**config.mk**
```make
export PLATFORM = sky130hd
export DESIGN_NAME = mem_req_arbiter
export DESIGN_NICKNAME = d
export VERILOG_FILES = /design/src/rtl/mem_req_arbiter.sv
export SDC_FILE = /design/constraint.sdc
export NUM_CORES = 1
export LEC_CHECK = 0
export ABC_AREA = 1
export CORE_MARGIN = 5
export CORE_UTILIZATION = 40
export CTS_CLUSTER_SIZE = 12
export DETAILED_ROUTE_END_ITERATION = 8
export PLACE_DENSITY = 0.8
export SLEW_MARGIN = 10
export SYNTH_ARGS = -nofsm -noshare
export SYNTH_HDL_FRONTEND = slang
export SYNTH_SLANG_ARGS = --single-unit
```
**constraint.sdc**
```tcl
create_clock -name clk_i -period 1.8 [get_ports clk_i]
set_input_delay 0.54 -clock clk_i [delete_from_list [all_inputs] [get_ports clk_i]]
set_output_delay 0.54 -clock clk_i [all_outputs]
set_load 0.02 [all_outputs]
```
**src/rtl/mem_req_arbiter.sv**
```systemverilog
// ============================================================================
// Module   : mem_req_arbiter
// Purpose  : Merges imem (read-only) and dmem (read/write) req/ack ports onto
//            one single-port memory with a fixed read latency. One transaction
//            is in flight at a time. Optional macro MEM_REQ_ARBITER_RR_EN
//            enables round-robin tie breaking (default: dmem has priority).
// Revision : 1.0 - initial release
// ============================================================================
`default_nettype none

module mem_req_arbiter #(
    parameter int ADDR_WIDTH = 32,
    parameter int DATA_WIDTH = 32,
    parameter int LATENCY    = 1
) (
    input  logic                  clk_i,
    input  logic                  srst_i,
    input  logic                  imem_req_i,
    input  logic [ADDR_WIDTH-1:0] imem_addr_i,
    output logic [DATA_WIDTH-1:0] imem_rdata_o,
    output logic                  imem_ack_o,
    input  logic                  dmem_req_i,
    input  logic                  dmem_we_i,
    input  logic [ADDR_WIDTH-1:0] dmem_addr_i,
    input  logic [DATA_WIDTH-1:0] dmem_wdata_i,
    output logic [DATA_WIDTH-1:0] dmem_rdata_o,
    output logic                  dmem_ack_o,
    output logic                  mem_req_o,
    output logic                  mem_we_o,
    output logic [ADDR_WIDTH-1:0] mem_addr_o,
    output logic [DATA_WIDTH-1:0] mem_wdata_o,
    input  logic [DATA_WIDTH-1:0] mem_rdata_i
);

    typedef enum logic [1:0] {
        ST_IDLE = 2'd0,
        ST_BUSY = 2'd1,
        ST_RESP = 2'd2
    } state_t;

    localparam logic [3:0] c_latency = 4'(LATENCY);

    state_t                r_state;
    logic [3:0]            r_cnt;
    logic                  r_grant_d;
    logic                  r_mem_req;
    logic                  r_mem_we;
    logic [ADDR_WIDTH-1:0] r_mem_addr;
    logic [DATA_WIDTH-1:0] r_mem_wdata;
    logic                  r_imem_ack;
    logic                  r_dmem_ack;
    logic [DATA_WIDTH-1:0] r_imem_rdata;
    logic [DATA_WIDTH-1:0] r_dmem_rdata;
    logic                  w_grant_d;
    logic                  w_any_req;

`ifdef MEM_REQ_ARBITER_RR_EN
    logic                  r_last_d;

    // On a tie the port that did not win last time goes first.
    always_comb begin
        w_grant_d = dmem_req_i;
        if (imem_req_i && dmem_req_i) begin
            w_grant_d = ~r_last_d;
        end
    end

    always_ff @(posedge clk_i) begin
        if (srst_i) begin
            r_last_d <= 1'b1;
        end else if (r_state == ST_IDLE && w_any_req) begin
            r_last_d <= w_grant_d;
        end
    end
`else
    always_comb begin
        w_grant_d = dmem_req_i;
    end
`endif

    assign w_any_req = imem_req_i | dmem_req_i;

    always_ff @(posedge clk_i) begin
        if (srst_i) begin
            r_state      <= ST_IDLE;
            r_cnt        <= 4'd0;
            r_grant_d    <= 1'b0;
            r_mem_req    <= 1'b0;
            r_mem_we     <= 1'b0;
            r_mem_addr   <= '0;
            r_mem_wdata  <= '0;
            r_imem_ack   <= 1'b0;
            r_dmem_ack   <= 1'b0;
            r_imem_rdata <= '0;
            r_dmem_rdata <= '0;
        end else begin
            r_mem_req  <= 1'b0;
            r_imem_ack <= 1'b0;
            r_dmem_ack <= 1'b0;
            case (r_state)
                ST_IDLE: begin
                    if (w_any_req) begin
                        r_grant_d   <= w_grant_d;
                        r_mem_req   <= 1'b1;
                        r_mem_we    <= w_grant_d & dmem_we_i;
                        r_mem_addr  <= w_grant_d ? dmem_addr_i : imem_addr_i;
                        r_mem_wdata <= w_grant_d ? dmem_wdata_i : '0;
                        r_cnt       <= c_latency;
                        r_state     <= ST_BUSY;
                    end
                end
                ST_BUSY: begin
                    // Counter reaches zero on the edge where read data is valid.
                    if (r_cnt == 4'd0) begin
                        if (!r_mem_we) begin
                            if (r_grant_d) begin
                                r_dmem_rdata <= mem_rdata_i;
                            end else begin
                                r_imem_rdata <= mem_rdata_i;
                            end
                        end
                        r_dmem_ack <= r_grant_d;
                        r_imem_ack <= ~r_grant_d;
                        r_state    <= ST_RESP;
                    end else begin
                        r_cnt <= r_cnt - 4'd1;
                    end
                end
                ST_RESP: begin
                    // Requests are ignored here so a still-high req is not re-granted.
                    r_state <= ST_IDLE;
                end
                default: begin
                    r_state <= ST_IDLE;
                end
            endcase
        end
    end

    assign imem_rdata_o = r_imem_rdata;
    assign imem_ack_o   = r_imem_ack;
    assign dmem_rdata_o = r_dmem_rdata;
    assign dmem_ack_o   = r_dmem_ack;
    assign mem_req_o    = r_mem_req;
    assign mem_we_o     = r_mem_we;
    assign mem_addr_o   = r_mem_addr;
    assign mem_wdata_o  = r_mem_wdata;

endmodule

`default_nettype wire
```
* After elaboration in Yosys (flattened, before gate mapping) *
Index checks and enable logic that the tools add are counted.

storage, ports and cells
  bits in registers = 139
  input bits = 133
  output and inout port bits = 132
  word-level logic and storage cells = 42

cells by class
  $add $sub $neg = 1
  eq/ne operators = 4
  muxes and demuxes = 9
  bitwise gates (word level) = 7
  reduce and logical (&&, ||, !) cells = 10

operator list
  kind                                              number
  two-way mux 32 bit                                2
  two-way mux 4 bit                                 2
  one-hot mux 4 bit (2 select lines)                1
  AND reduction 4 bit                               2
  inequality test 2 bit, second input constant      3
  inverter 1 bit                                    5
  zero test 4 bit                                   1
  two-way mux 2 bit                                 2
  one-hot mux 2 bit (2 select lines)                1
  AND reduction 2 bit                               2
  subtractor 4 x 1 -> 4 bit, second input constant  1
  AND reduction 3 bit                               1
  OR reduction 3 bit                                1
  == test 2 x 1 -> 1 bit, second input constant     1
  zero test 2 bit                                   1
  nonzero test 2 bit                                1
  OR reduction 2 bit                                1
  bitwise AND 1 bit                                 1
  two-way mux 1 bit                                 1
  OR 1 bit                                          1

* Depth between registers and ports, before layout *
Gate-level depths: netlist of the first run.

  word-level depth = 3
  depth in mapped cells = 9
  mapped depth without buffers = 8

* Worst setup path after synthesis of the first run *
OpenSTA, ideal clock, no wires.

  kind = input port to flip-flop
  start = in dmem_req_i
  end = reg r_mem_wdata[10] (netlist: mem_wdata_o[10])
  setup time = 0.060 ns
  arrival time = 1.404 ns
  data required time = 1.740 ns
  slack = 0.336 ns
  stages = 8
  path buffers = 3
  cells stage by stage = buf_2 o21ai_2 inv_2 nor2_4 buf_6 buf_6 nand2_1 nand2_1

on the way
  word-level cells in the longest chain between the ends = 2
  elaborated cells on any way between the ends = 3
  those cells by class = mux: 1; bitwise: 1; reduce/logical: 1

ends and longest elaborated chain
  element                               line  RTL
  start, declared                       22    input logic dmem_req_i,
  OR 1 bit                              81    assign w_any_req = imem_req_i | dmem_req_i;
  AND reduction 2 bit (no source line)  -
  end signal, assigned                  107   r_mem_wdata <= w_grant_d ? dmem_wdata_i : '0;
  end, declared                         49    logic [DATA_WIDTH-1:0] r_mem_wdata;

Parallel ways exist; a longest one is shown, timed or not.
A chain may end at the register's enable or synchronous reset.

* Final worst setup path of the first run *
  start = reg r_mem_we (netlist: mem_we_o)
  end = out mem_we_o

RTL lines
  element                 line  RTL
  start, declared         47    logic r_mem_we;
  start signal, assigned  105   r_mem_we <= w_grant_d & dmem_we_i;
  end, declared           29    output logic mem_we_o,

No word-level cell between the ends.

==> results.sh, run 1 <==
export IMPL_status="completed"
export IMPL_yosys_area_top_type="dfxtp_1"
export IMPL_ys_types=23
export IMPL_max_stage_delay_ps=370
export IMPL_area_growth_pct=62.1
export IMPL_clock_sinks=139
export IMPL_crit_fanout=3
export IMPL_p_leak_nw=3.92
export IMPL_drt_first_pass_iters=4
export IMPL_synthesis_instances=622
export IMPL_ys_async_sr_fraction=0
export IMPL_drt_initial_drc_count=463
export IMPL_path_buf_inv=1
export IMPL_postRouteAntennaNets=0
export IMPL_rsz0062_at_grt="false"
export IMPL_grt_max_degree=38
export IMPL_cts_max_level=4
export IMPL_path_delay_family="flip-flops"
export IMPL_cts_tree="yes"
export IMPL_power_mw=8.57
export IMPL_path_cells="dlygate4sd2_1"
export IMPL_critPathArrivalTime_ps=1150
export IMPL_finClkSkew_ps=5.58
export IMPL_fin_crit_sh=0.939
export IMPL_gp_congestion=0.800
export IMPL_hpwl_um=11800
export IMPL_diodes=0
export IMPL_power_internal_mw=6.10
export IMPL_nFillCells=1142
export IMPL_cts_buffers=17
export IMPL_rows=41
export IMPL_maxCapViolCount=0
export IMPL_tightest_slew_ps=412
export IMPL_cts_buffer_depth=2
export IMPL_max_freq_ghz=0.591
export IMPL_antenna_found_initial=0
export IMPL_portBuffers=264
export IMPL_hold_buffers=0
export IMPL_switching_share=0.289
export IMPL_syn_area_sq_um=5170
export IMPL_yosysTopAreaCellShare=0.538
export IMPL_core_area_sq_um=12700
export IMPL_nNetsFinal=1018
export IMPL_seq_area_frac_synth=0.538
export IMPL_hold_ws_ps=430
export IMPL_hold_viol=0
export IMPL_setup_worst_path_start_class="flip-flop"
export IMPL_max_vdd_ir_drop_v=0.000632
export IMPL_combPwrFrac=0.231
export IMPL_clk_latency_ps=410
export IMPL_yosys_top_cells_count="139 x dfxtp_1, 139 x nand2_1, 72 x nor2_1"
export IMPL_slowest_stage="dfxtp_1"
export IMPL_synth_fp_nets=757
export IMPL_relSlewSlack=0.726
export IMPL_criticalPathCategory="flip-flop to output port"
export IMPL_synth_warnings=0
export IMPL_p_per_area_nw_per_um2=1020
export IMPL_seq_power_share=0.409
export IMPL_drive_gt1_frac=0.0640
export IMPL_grt_pass1_vias=4811
export IMPL_drv_slew=0
export IMPL_drc=0
export IMPL_cts_reportedPaths_clkPinSlew_ps=50
export IMPL_grt_pass1_wl_um=23800
export IMPL_start_util=0.408
export IMPL_synthTopCellsByArea="dfxtp_1 54%, nand2_1 10%, o21ai_0 6.5%"
export IMPL_fp_dieArea_sq_um=15300
export IMPL_synth_edf_count=0
export IMPL_synthFlopType="dfxtp_1"
export IMPL_cp_required_ps=1260
export IMPL_fin_cells=1063
export IMPL_setup_viol=0
export IMPL_clkPwrFrac=0.360
export IMPL_design_portCount=265
export IMPL_avgSynthCellArea_sq_um=8.32
export IMPL_ys_ff_latch=139
export IMPL_crit_path_end_kind="output port"
export IMPL_dpl_cell_count=1033
export IMPL_fp_dieH_um=124
export IMPL_fp_dieW_um=124
export IMPL_wl_um=15900
export IMPL_gr_total_overflow=0
export IMPL_vias=5030
export IMPL_cts_root_buffer="clkbuf_16"
export IMPL_p_switching_mw=2.48
export IMPL_hp_class="flip-flop to flip-flop"
export IMPL_wl_per_cell_um=14.9
export IMPL_fin_crit_ps=1690
export IMPL_grt_usage=0.200
export IMPL_via_per_inst=4.73
==> power by group through the flow <==
| stage | Sequential (mW) | Combinational [mW] | Clock [mW] |
|---|---|---|---|
| floorplan | 3.89 | 0.752 | 0 |
| global placement | 3.57 | 2.10 | 0 |
| detailed placement | 3.58 | 2.12 | 0 |
| CTS | 3.51 | 1.94 | 3.15 |
| global route | 3.54 | 2.16 | 3.29 |
| finish | 3.51 | 1.98 | 3.09 |
==> worst reg2reg max path, stage by stage (launching register included) <==
cell	delay, ps
dfxtp_1	330
inv_1	80
ha_1	230
nand2_1	80
nor2_1	140
nand3_2	120
buf_4	220
o21ai_0	190
nor2_1	50
==> kinds of logic (layout without fill, tap and decap cells) <==
| family | after synthesis | count (layout) | synth area share |
|---|---|---|---|
| simple gates | 260 | 262 | 0.210 |
| compound gates | 135 | 135 | 0.131 |
| mux | 32 | 32 | 0.0619 |
| flops | 139 | 139 | 0.538 |
| buf+inv | 54 | 321 | 0.0539 |
| fa+ha+maj | 2 | 2 | 0.00483 |
==> layout make-up <==
class / count / area, sq um / area share
multi-input combinational: 431 / 2140 / 0.256
sequential: 139 / 2780 / 0.332
clock inverter: 2 / 12.5 / 0.00149
timing repair buffer: 282 / 2680 / 0.320
inverter: 12 / 45.0 / 0.00537
clock buffer: 25 / 505 / 0.0603
tap: 172 / 215 / 0.0257
==> what timing repair did <==
item	4_1_cts	5_1_grt
setup buffers	0	1
cloned	0	2
resized for setup	132	1
pin swaps	0	2
setup endpoints to repair	132	32
==> worst paths after layout <==
path | start | endpoint | slack, ps | depth (start not counted)
worst min register to register | r_grant_d$_SDFFE_PP0P_ | imem_ack_o$_SDFF_PP0_ | 430 | 1
worst max-delay path | mem_we_o$_SDFFE_PP0P_ | mem_we_o | 110 | 1
worst max register to register | r_cnt[0]$_SDFFE_PP0P_ | dmem_rdata_o[13]$_SDFFE_PP0P_ | 260 | 8
worst min-delay path | r_grant_d$_SDFFE_PP0P_ | imem_ack_o$_SDFF_PP0_ | 430 | 1
==> state kept, by name (all words and copies together) (netlist names) <==
signal,flops
dmem_rdata_o,32
imem_rdata_o,32
mem_addr_o,32
mem_wdata_o,32
r_cnt,4
r_state,2
dmem_ack_o,1
imem_ack_o,1
mem_req_o,1
mem_we_o,1
r_grant_d,1
==> per-layer routing <==
layer,vias to the layer above,track usage,routed length (um)
met5,-,0,0
li1,2569,-,-
met3,26,0.0813,1580
met2,194,0.342,7760
met1,2241,0.218,6150
met4,0,0.0817,364
==> cells in the final DEF (no fill, tap or decap) <==
| master | instances |
|---|---|
| nor2_4 | 5 |
| clkinv_2 | 1 |
| nor3_1 | 4 |
| clkbuf_1 | 3 |
| ha_1 | 2 |
| o21ai_1 | 31 |
| nand2_1 | 139 |
| clkdlybuf4s50_1 | 131 |
| dlygate4sd2_1 | 132 |
| dfxtp_1 | 139 |
| nand3_2 | 1 |
| o21ai_2 | 1 |
| clkbuf_8 | 5 |
| a21oi_1 | 36 |
| nor2_2 | 1 |
| nand2_4 | 1 |
| inv_1 | 9 |
| o21ai_0 | 67 |
| nand3_1 | 37 |
| buf_4 | 12 |
| nor2_8 | 1 |
| nor2_1 | 72 |
| inv_2 | 3 |
| clkbuf_16 | 17 |
| clkinvlp_4 | 1 |
| buf_2 | 1 |
| buf_12 | 6 |
| nand3_4 | 1 |
| mux2i_1 | 32 |
==> stage by stage <==
stage | util | area (sq um) | worst slack [ps] | TNS, ps
after detailed placement | 0.630 | 7980 | -18.4 | -45.8
after CTS | 0.658 | 8340 | 47.6 | 0
after global routing | 0.662 | 8390 | 18.5 | 0
after global placement | 0.630 | 7980 | 17.9 | 0
after floorplan | - | 5170 | 336 | 0
final | 0.662 | 8390 | 109 | 0
(Power assumes the default switching activity.)
==> run 2: changes to the inputs <==
==> constraint.sdc (replaced) <==
create_clock -name clk_i -period 1.74 [get_ports clk_i]
set_input_delay 0.522 -clock clk_i [delete_from_list [all_inputs] [get_ports clk_i]]
set_output_delay 0.522 -clock clk_i [all_outputs]
set_load 0.02 [all_outputs]
==> results.sh, run 2 (synthesis gave the netlist of run 1 again) <==
export IMPL_stdcell_area_sq_um=8470
export IMPL_grt_pass1_wl_um=24700
export IMPL_finClkSkew_ps=7.46
export IMPL_clk_latency_ps=410
export IMPL_cts_tree="yes"
export IMPL_slowest_stage="dlygate4sd2_1"
export IMPL_crit_fanout=3
export IMPL_antenna_found_initial=0
export IMPL_cts_buffers=17
export IMPL_rsz0062_at_grt="false"
export IMPL_drv_slew=0
export IMPL_drt_initial_drc_count=348
export IMPL_crit_path_start="mem_we_o$_SDFFE_PP0P_"
export IMPL_gp_congestion=0.797
export IMPL_grt_max_degree=38
export IMPL_cp_required_ps=1220
export IMPL_crit_end="mem_we_o"
export IMPL_design_portCount=265
export IMPL_fin_crit_sh=0.958
export IMPL_p_leak_nw=3.95
export IMPL_hold_viol=0
export IMPL_final_cell_mix="139 x nand2_1, 139 x dfxtp_1, 132 x dlygate4sd2_1, 131 x clkdlybuf4s50_1, 72 x nor2_1"
export IMPL_reg2reg_to="imem_rdata_o[5]$_SDFFE_PP0P_"
export IMPL_wl_per_cell_um=15.0
export IMPL_post_place_ws_ps=-30.0
export IMPL_hpwl_um=11700
export IMPL_nNetsFinal=1014
export IMPL_max_stage_delay_ps=380
export IMPL_maxCapViolCount=0
export IMPL_fp_dieW_um=124
export IMPL_drt_first_pass_iters=4
export IMPL_criticalPathCategory="flip-flop to output port"
export IMPL_area_growth_pct=63.6
export IMPL_path_delay_family="buffers and inverters"
export IMPL_portBuffers=264
export IMPL_vias=5100
export IMPL_relSlewSlack=0.691
export IMPL_fin_crit_ps=1670
export IMPL_drive_gt1_frac=0.0673
export IMPL_gr_total_overflow=0
export IMPL_post_cts_buffers=0
export IMPL_hold_ws_ps=423
export IMPL_tightest_slew_ps=463
export IMPL_r2r_slack_ps=160
export IMPL_max_vdd_ir_drop_v=0.000550
export IMPL_grt_usage=0.207
export IMPL_hold_buffers=0
export IMPL_drc=0
export IMPL_cts_reportedPaths_clkPinSlew_ps=60
export IMPL_postRouteAntennaNets=0
export IMPL_p_per_area_nw_per_um2=1110
export IMPL_clock_sinks=139
export IMPL_cts_max_level=4
export IMPL_setup_viol=0
export IMPL_start_util=0.408
export IMPL_layout_setup_ws_ps=72.3
export IMPL_core_area_sq_um=12700
export IMPL_hp_class="flip-flop to flip-flop"
export IMPL_grt_pass1_vias=5004
export IMPL_rows=41
export IMPL_fp_dieH_um=124
export IMPL_max_freq_ghz=0.600
export IMPL_power_mw=9.41
export IMPL_diodes=0
export IMPL_fp_dieArea_sq_um=15300
export IMPL_cts_root_buffer="clkbuf_16"
export IMPL_hold_depth=1
export IMPL_path_depth=1
export IMPL_crit_path_end_kind="output port"
export IMPL_status="completed"
export IMPL_path_cells="dlygate4sd2_1"
export IMPL_post_cts_resized=132
export IMPL_cts_buffer_depth=2
export IMPL_wl_um=16000
export IMPL_path_buf_inv=1
export IMPL_critPathArrivalTime_ps=1150
export IMPL_r2r_start="r_cnt[0]$_SDFFE_PP0P_"
export IMPL_utilization=0.668
export IMPL_setup_worst_path_start_class="flip-flop"
export IMPL_via_per_inst=4.79
export IMPL_reg2regPathDepth=6
export IMPL_placed_cell_area_sq_um=8000
## run 2: cell types whose count changed in the layout (fill, tap and decap cells not counted)
cell / before / now
buf_12: 6 / 7
bufinv_16: 0 / 3
clkinvlp_4: 1 / 4
inv_6: 0 / 1
nor2_4: 5 / 3
nand3_4: 1 / 0
clkbuf_1: 3 / 1
nand3_2: 1 / 2
buf_4: 12 / 9
## run 2: report_power, final
| part | leakage (nW) | internal (mW) | switching (mW) | total (mW) |
|---|---|---|---|---|
| combinational | 2.52 | 0.841 | 1.17 | 2.01 |
| clock | 0.298 | 2.45 | 1.33 | 3.78 |
| sequential | 1.13 | 3.48 | 0.146 | 3.63 |
## run 2: per-stage QoR
step | setup TNS, ps | std cells
after global placement | -209 | 1032
after CTS | 0 | 1064
final | 0 | 1064
after global routing | 0 | 1064
after detailed placement | -851 | 1032
after floorplan | 0 | 622
## run 2: worst min path at each step
stage	startpoint	to	slack [ps]
after global routing	r_grant_d$_SDFFE_PP0P_	imem_ack_o$_SDFF_PP0_	440
after floorplan	r_grant_d$_SDFFE_PP0P_	imem_ack_o$_SDFF_PP0_	400
final	r_grant_d$_SDFFE_PP0P_	imem_ack_o$_SDFF_PP0_	420
after detailed placement	r_grant_d$_SDFFE_PP0P_	imem_ack_o$_SDFF_PP0_	410
after CTS	r_grant_d$_SDFFE_PP0P_	imem_ack_o$_SDFF_PP0_	420
after global placement	r_grant_d$_SDFFE_PP0P_	imem_ack_o$_SDFF_PP0_	410
## run 2: layer usage
metal / part of all wire / GRT usage / wire (um)
met1: 0.38 / 0.227 / 6160
met2: 0.48 / 0.349 / 7710
met3: 0.10 / 0.0849 / 1630
met4: 0.032 / 0.0962 / 509
met5: 0 / 0 / 0
## run 2: layout make-up
cell class / instances / area, sq um
clock inverter: 9 / 134
clock buffer: 23 / 498
multi-input combinational: 429 / 2110
timing repair buffer: 280 / 2680
inverter: 12 / 45.0
fill: 1107 / 4200
tap: 172 / 215
sequential: 139 / 2780
==> run 3: changes to the inputs <==
--- a/config.mk
+++ b/config.mk
@@ -11,7 +11,8 @@
 export CTS_CLUSTER_SIZE = 12
 export DETAILED_ROUTE_END_ITERATION = 8
 export PLACE_DENSITY = 0.8
-export SLEW_MARGIN = 10
+export SLEW_MARGIN = 20
 export SYNTH_ARGS = -nofsm -noshare
 export SYNTH_HDL_FRONTEND = slang
 export SYNTH_SLANG_ARGS = --single-unit
+export TNS_END_PERCENT = 30
==> results of run 3 <==
No change in the layout: final DEF, timing and power equal those of run 2.
